**config.mk**
```make
export PLATFORM = sky130hd
export DESIGN_NAME = fp_add_seq
export DESIGN_NICKNAME = d
export VERILOG_FILES = /design/src/rtl/fp_add_seq.sv
export SDC_FILE = /design/constraint.sdc
export NUM_CORES = 1
export LEC_CHECK = 0
export BUFFER_PORTS_ARGS = -buffer_cell sky130_fd_sc_hd__buf_2
export CAP_MARGIN = 10
export CORE_MARGIN = 3
export CORE_UTILIZATION = 25
export DETAILED_ROUTE_END_ITERATION = 10
export PLACE_DENSITY_LB_ADDON = 0.15
export SYNTH_ARGS = -nofsm -noshare
export SYNTH_HDL_FRONTEND = slang
export SYNTH_SLANG_ARGS = --single-unit
```
**constraint.sdc**
```tcl
create_clock -name clk -period 3.5 [get_ports clk]
set_clock_uncertainty 0.2 [all_clocks]
set_input_delay 0.525 -clock clk [delete_from_list [all_inputs] [get_ports clk]]
set_output_delay 0.525 -clock clk [all_outputs]
set_load 0.02 [all_outputs]
```
**src/rtl/fp_add_seq.sv**
```systemverilog
// Multi-cycle IEEE-754 single-precision adder sequencer: unpack, align, add, iterative normalize, pack.
// Optional macro FP_ADD_SEQ_ROUND_EN adds guard/round/sticky bits and round-to-nearest-even in PACK.
module fp_add_seq #(
  parameter int unsigned EXP_W = 8,
  parameter int unsigned MAN_W = 23
) (
  input  logic                 clk,
  input  logic                 rst_n,
  input  logic                 in_valid,
  output logic                 in_ready,
  input  logic [EXP_W+MAN_W:0] in_a,
  input  logic [EXP_W+MAN_W:0] in_b,
  output logic                 out_valid,
  input  logic                 out_ready,
  output logic [EXP_W+MAN_W:0] out_result,
  output logic [2:0]           out_flags,
  output logic                 busy
);
  localparam int unsigned W = 1 + EXP_W + MAN_W;
`ifdef FP_ADD_SEQ_ROUND_EN
  localparam int unsigned GRS_W = 3;
`else
  localparam int unsigned GRS_W = 0;
`endif
  localparam int unsigned H_W = MAN_W + 1;
  localparam int unsigned M_W = H_W + GRS_W;
  localparam int unsigned S_W = M_W + 1;
  localparam int unsigned SHIFT_LIM = 26;
  localparam logic [EXP_W-1:0] EXP_MAX = {EXP_W{1'b1}};

  typedef enum logic [2:0] {
    S_IDLE, S_UNPACK, S_ALIGN, S_ADD, S_NORM, S_PACK, S_DONE
  } state_e;

  state_e           state_q, state_d;
  logic [W-1:0]     a_q, a_d, b_q, b_d;
  logic             sa_q, sa_d, sb_q, sb_d;
  logic [EXP_W-1:0] ea_q, ea_d, eb_q, eb_d;
  logic [H_W-1:0]   ma_q, ma_d, mb_q, mb_d;
  logic             sign_q, sign_d, sub_q, sub_d;
  logic [EXP_W-1:0] exp_q, exp_d;
  logic [M_W-1:0]   big_q, big_d, small_q, small_d;
  logic [S_W-1:0]   man_q, man_d;
  logic [2:0]       flags_q, flags_d;
  logic             out_valid_q, out_valid_d, busy_q, busy_d;
  logic [W-1:0]     out_result_q, out_result_d;
  logic [2:0]       out_flags_q, out_flags_d;

  logic             swap;
  logic [EXP_W-1:0] diff, exp_inc;
  logic [M_W-1:0]   small_ext;
`ifdef FP_ADD_SEQ_ROUND_EN
  logic             round_up, round_carry;
  logic [MAN_W-1:0] frac_rnd;
`endif

  assign in_ready   = (state_q == S_IDLE);
  assign out_valid  = out_valid_q;
  assign out_result = out_result_q;
  assign out_flags  = out_flags_q;
  assign busy       = busy_q;

  // Next-state and datapath step for the current phase
  always_comb begin
    state_d = state_q;   a_d = a_q;     b_d = b_q;
    sa_d = sa_q;         sb_d = sb_q;   ea_d = ea_q;   eb_d = eb_q;
    ma_d = ma_q;         mb_d = mb_q;   sign_d = sign_q; sub_d = sub_q;
    exp_d = exp_q;       big_d = big_q; small_d = small_q; man_d = man_q;
    flags_d = flags_q;   out_valid_d = out_valid_q;
    out_result_d = out_result_q; out_flags_d = out_flags_q;
    swap      = ({ea_q, ma_q} < {eb_q, mb_q});
    diff      = swap ? (eb_q - ea_q) : (ea_q - eb_q);
    small_ext = M_W'(swap ? ma_q : mb_q) << GRS_W;
    exp_inc   = exp_q + EXP_W'(1);
`ifdef FP_ADD_SEQ_ROUND_EN
    round_up    = man_q[2] & (man_q[1] | man_q[0] | man_q[GRS_W]);
    round_carry = round_up & (&man_q[M_W-2:GRS_W]);
    frac_rnd    = man_q[M_W-2:GRS_W] + MAN_W'(round_up);
`endif
    case (state_q)
      S_IDLE: begin
        if (in_valid) begin
          a_d = in_a;
          b_d = in_b;
          state_d = S_UNPACK;
        end
      end
      S_UNPACK: begin
        sa_d = a_q[W-1];
        sb_d = b_q[W-1];
        ea_d = a_q[W-2:MAN_W];
        eb_d = b_q[W-2:MAN_W];
        ma_d = (a_q[W-2:MAN_W] != '0) ? {1'b1, a_q[MAN_W-1:0]} : '0;
        mb_d = (b_q[W-2:MAN_W] != '0) ? {1'b1, b_q[MAN_W-1:0]} : '0;
        flags_d = 3'b000;
        state_d = S_ALIGN;
        // Inf/NaN on either side yields the canonical quiet NaN
        if (a_q[W-2:MAN_W] == EXP_MAX || b_q[W-2:MAN_W] == EXP_MAX) begin
          sign_d  = 1'b0;
          exp_d   = EXP_MAX;
          man_d   = S_W'(1) << (M_W - 2);
          flags_d = 3'b100;
          state_d = S_PACK;
        end
      end
      S_ALIGN: begin
        sign_d = swap ? sb_q : sa_q;
        exp_d  = swap ? eb_q : ea_q;
        big_d  = M_W'(swap ? mb_q : ma_q) << GRS_W;
        sub_d  = sa_q ^ sb_q;
        if (diff >= EXP_W'(SHIFT_LIM)) begin
          small_d = '0;
        end else begin
          small_d = small_ext >> diff;
`ifdef FP_ADD_SEQ_ROUND_EN
          small_d[0] = small_d[0] | (|(small_ext & ~({M_W{1'b1}} << diff)));
`endif
        end
        state_d = S_ADD;
      end
      S_ADD: begin
        man_d = sub_q ? ({1'b0, big_q} - {1'b0, small_q}) : ({1'b0, big_q} + {1'b0, small_q});
        state_d = S_NORM;
      end
      S_NORM: begin
        state_d = S_PACK;
        if (man_q == '0) begin
          sign_d = 1'b0;
          exp_d  = '0;
          flags_d[0] = 1'b1;
        end else if (man_q[S_W-1]) begin
          man_d = man_q >> 1;
`ifdef FP_ADD_SEQ_ROUND_EN
          man_d[0] = man_q[1] | man_q[0];
`endif
          exp_d = exp_inc;
          if (exp_inc == EXP_MAX) begin
            man_d = '0;
            flags_d[1] = 1'b1;
          end
        end else if (!man_q[M_W-1]) begin
          // Below the normal range: flush to signed zero instead of producing a denormal
          if (exp_q == EXP_W'(1)) begin
            man_d = '0;
            exp_d = '0;
            flags_d[0] = 1'b1;
          end else begin
            man_d   = man_q << 1;
            exp_d   = exp_q - EXP_W'(1);
            state_d = S_NORM;
          end
        end
      end
      S_PACK: begin
`ifdef FP_ADD_SEQ_ROUND_EN
        if (round_carry) begin
          exp_d = exp_inc;
          man_d = S_W'(1) << (M_W - 1);
          if (exp_inc == EXP_MAX) begin
            man_d = '0;
            flags_d[1] = 1'b1;
          end
        end else begin
          out_result_d = {sign_q, exp_q, frac_rnd};
          out_flags_d  = flags_q;
          state_d      = S_DONE;
        end
`else
        out_result_d = {sign_q, exp_q, man_q[M_W-2:0]};
        out_flags_d  = flags_q;
        state_d      = S_DONE;
`endif
      end
      S_DONE: begin
        if (out_valid_q && out_ready) begin
          out_valid_d = 1'b0;
          state_d     = S_IDLE;
        end else begin
          out_valid_d = 1'b1;
        end
      end
      default: state_d = S_IDLE;
    endcase
    busy_d = (state_d != S_IDLE);
  end

  always_ff @(posedge clk or negedge rst_n) begin
    if (!rst_n) begin
      state_q <= S_IDLE;  a_q <= '0;  b_q <= '0;
      sa_q <= 1'b0;  sb_q <= 1'b0;  ea_q <= '0;  eb_q <= '0;
      ma_q <= '0;  mb_q <= '0;  sign_q <= 1'b0;  sub_q <= 1'b0;
      exp_q <= '0;  big_q <= '0;  small_q <= '0;  man_q <= '0;
      flags_q <= '0;  out_valid_q <= 1'b0;  busy_q <= 1'b0;
      out_result_q <= '0;  out_flags_q <= '0;
    end else begin
      state_q <= state_d;  a_q <= a_d;  b_q <= b_d;
      sa_q <= sa_d;  sb_q <= sb_d;  ea_q <= ea_d;  eb_q <= eb_d;
      ma_q <= ma_d;  mb_q <= mb_d;  sign_q <= sign_d;  sub_q <= sub_d;
      exp_q <= exp_d;  big_q <= big_d;  small_q <= small_d;  man_q <= man_d;
      flags_q <= flags_d;  out_valid_q <= out_valid_d;  busy_q <= busy_d;
      out_result_q <= out_result_d;  out_flags_q <= out_flags_d;
    end
  end

endmodule

```
==> results.sh <==
export IMPL_outcome="finished with violations"
export IMPL_violations="negative setup slack"
export IMPL_fin_area_um2=21600
export IMPL_r2r_end="small_q[8]$_DFFE_PN0P_"
export IMPL_synth_seq_area_share_pct=42.7
export IMPL_die_area_um2=63000
export IMPL_syn_nets=1593
export IMPL_cts_sinks=256
export IMPL_holdPathStages=3
export IMPL_r2r_slack_ns=-0.1
export IMPL_hold_viol=0
export IMPL_area_delta_synth_final_pct=43.7
export IMPL_seq_area_um2=6410
export IMPL_die_h_um=251
export IMPL_grt_usage_pct=14.6
export IMPL_worst_slew_pin_slew_ns=0.660
export IMPL_place_congestion=0.800
export IMPL_timing_final_ws_setup_ns=-0.0969
export IMPL_hold_class="input port to flip-flop"
export IMPL_antenna_found_initial=0
export IMPL_min_from="out_ready"
export IMPL_port_buffers=105
export IMPL_synth_top_area_cell="dfrtp_1"
export IMPL_ios=106
export IMPL_async_flop_share_pct=100
export IMPL_cts_buffers=31
export IMPL_rows=89
export IMPL_final_common_cell="buf_4"
export IMPL_vias=12680
export IMPL_required_ns=3.75
export IMPL_min_to="out_valid$_DFFE_PN0N_"
export IMPL_critPathKind="flip-flop to flip-flop"
export IMPL_antenna_left=0
export IMPL_maxSlewHeadroom_pct=55.8
export IMPL_synth_enable_flop_cells=0
export IMPL_clock_fmax_mhz=278
export IMPL_grt_pass1_vias=13152
export IMPL_drv_slew=0
export IMPL_synth_area_top_cells="dfrtp_1 43%, mux2_2 9.4%, ha_1 5.6%"
export IMPL_die_x_um=251
export IMPL_r2r_start="ma_q[19]$_DFFE_PN0P_"
export IMPL_htreeDepth=1
export IMPL_ys_seq_elements=256
export IMPL_cp_arrival_ns=3.85
export IMPL_fin_nets=2029
export IMPL_yosysWarnings=0
export IMPL_cp_end_kind="flip-flop"
export IMPL_syn_area_per_cell_um2=10.3
export IMPL_r2r_cells=14
export IMPL_yosys_area_top_type_share_pct=42.7
export IMPL_placed_cell_area_um2=18200
export IMPL_syn_inst=1455
export IMPL_fill_cells=6025
export IMPL_ys_dominant_reg_cell="dfrtp_1"
export IMPL_num_antenna_cells=0
export IMPL_core_um2=59200
export IMPL_drcViolationCount=0
export IMPL_grt_overflow_total=0
export IMPL_grt_pass1_wl_mm=74.5
export IMPL_drt_vias_per_instance=4.72
export IMPL_synth_distinct_cells=75
export IMPL_holdWs_ns=0.133
export IMPL_fin_crit_ns=3.60
export IMPL_tritoncts="built"
export IMPL_clk_pin_slew_ns=0.06
export IMPL_layout_common_cells="277 x buf_4, 255 x dfrtp_1, 123 x mux2_2"
export IMPL_drt_iter0_drc=640
export IMPL_drv_cap=0
export IMPL_drive_gt1_share_pct=41.3
export IMPL_wl_per_cell_um=17.3
export IMPL_wirelength_mm=46.5
export IMPL_dr_pass1_iters=5
export IMPL_timing_setup_tns_ns=-0.676
export IMPL_fin_util_pct=36.4
export IMPL_fin_crit_sh_pct=103
export IMPL_initial_core_util_pct=25.3
export IMPL_dp_hpwl_mm=34.4
export IMPL_critPathLaunchType="flip-flop"
export IMPL_setup_violations=17
export IMPL_rsz0062_at_grt="yes"
export IMPL_cts_buffer_depth=3
export IMPL_multi_input_area_um2=9110
export IMPL_grt_start_max_net_pins=83
export IMPL_clock_root_buffer="clkbuf_16"
export IMPL_syn_cell_area_um2=15000
export IMPL_crit_fanout=8
export IMPL_insertion_delay_ns=0.57
critical path, stage by stage, from the launching register on:
cell	delay (ns)
dfrtp_1	0.41
ha_4	0.29
nand4_1	0.18
nor4_4	0.33
nand2_2	0.12
o21ai_4	0.25
o21ai_4	0.17
buf_6	0.15
mux2_4	0.33
xnor2_4	0.14
buf_12	0.15
buf_4	0.14
mux2i_2	0.16
buf_4	0.15
a221o_1	0.32
cell usage after synthesis (6+ instances only):
master	count
dfrtp_1	256
nand2_1	126
mux2_2	125
a21oi_1	81
o21ai_0	73
inv_1	72
ha_1	67
nor2_1	63
mux2i_1	61
clkbuf_1	60
a22o_1	55
a22oi_1	36
xnor2_1	36
nor3_1	28
o221ai_1	27
nand3_1	20
xor2_1	17
nor4_1	16
a21o_1	15
nand4_1	15
o21a_1	15
o211ai_1	14
nor2b_1	12
or3_1	12
buf_2	11
nand2b_1	9
mux4_2	8
a32oi_1	7
a31oi_1	6
and2_1	6
and3_1	6
buf_1	6
o22a_1	6
state kept, by name, indices dropped and copies added, names as in the netlist, 24 cells and up:
register	count
mb_q	24
small_q	24
b_q	32
man_q	25
ma_q	24
out_result	32
big_q	24
a_q	32
what timing repair did:
| item | in CTS | in global routing |
|---|---|---|
| endpoints found under the hold margin | 142 | 0 |
| pin swaps | 47 | 86 |
| hold buffers | 65 | 0 |
| gates cloned | 2 | 3 |
| resized for setup | 101 | 152 |
| setup buffers | 31 | 30 |
| setup endpoints to repair | 34 | 39 |
routing by layer:
layer	up-vias	routed length, um	track usage (%)
met5	-	0	0
met3	52	1190	1.77
li1	6268	-	-
met1	6211	22800	20.7
met2	149	21600	23.8
met4	0	891	3.05
metrics by stage:
| stage | worst slack, ns | instances |
|---|---|---|
| 2_1_floorplan | 0.0148 | 1455 |
| 3_3_place_gp | -0.314 | 2507 |
| 3_5_place_dp | -0.268 | 2507 |
| 4_1_cts | -0.112 | 2662 |
| 5_1_grt | -0.227 | 2688 |
| 6_report | -0.0969 | 2688 |
kinds of logic after synthesis:
logic type                 after synthesis  share of synthesized area, %
muxes                                  195                          14.7
DFF                                    256                          42.7
adders and majority gates               70                          5.98
AOI/OAI and AO/OA                      397                          18.8
buffers and inverters                  154                          4.09
and+or+nand+nor                        328                          10.3
xor gates and xnor gates                55                          3.38
how the worst max path moves through the flow:
stage                            from                 endpoint  slack [ns]  depth (start not counted)
4_1_cts           ea_q[0]$_DFFE_PN0P_  small_q[21]$_DFFE_PN0P_       -0.11                         14
5_1_grt          mb_q[23]$_DFFE_PN0P_  small_q[14]$_DFFE_PN0P_       -0.23                         16
3_5_place_dp      ea_q[0]$_DFFE_PN0P_   small_q[3]$_DFFE_PN0P_       -0.27                         14
2_1_floorplan  small_q[3]$_DFFE_PN0P_    man_q[23]$_DFFE_PN0P_        0.01                         16
3_3_place_gp      eb_q[0]$_DFFE_PN0P_  small_q[11]$_DFFE_PN0P_       -0.31                         14
6_report         ma_q[19]$_DFFE_PN0P_   small_q[8]$_DFFE_PN0P_        -0.1                         14
final cells by class:
cell class	count	share of cell area, %
clock buffers	41	4.05
multi-input cells	1045	42.2
repair buffers	485	17.6
flip-flops and latches	256	29.7
clock inverters	16	0.673
inverters	72	1.28
well taps	773	4.48
Power is left out: the tool's default activity adds up to more than one toggle a clock period on the data nets, which glitch-free logic cannot reach.
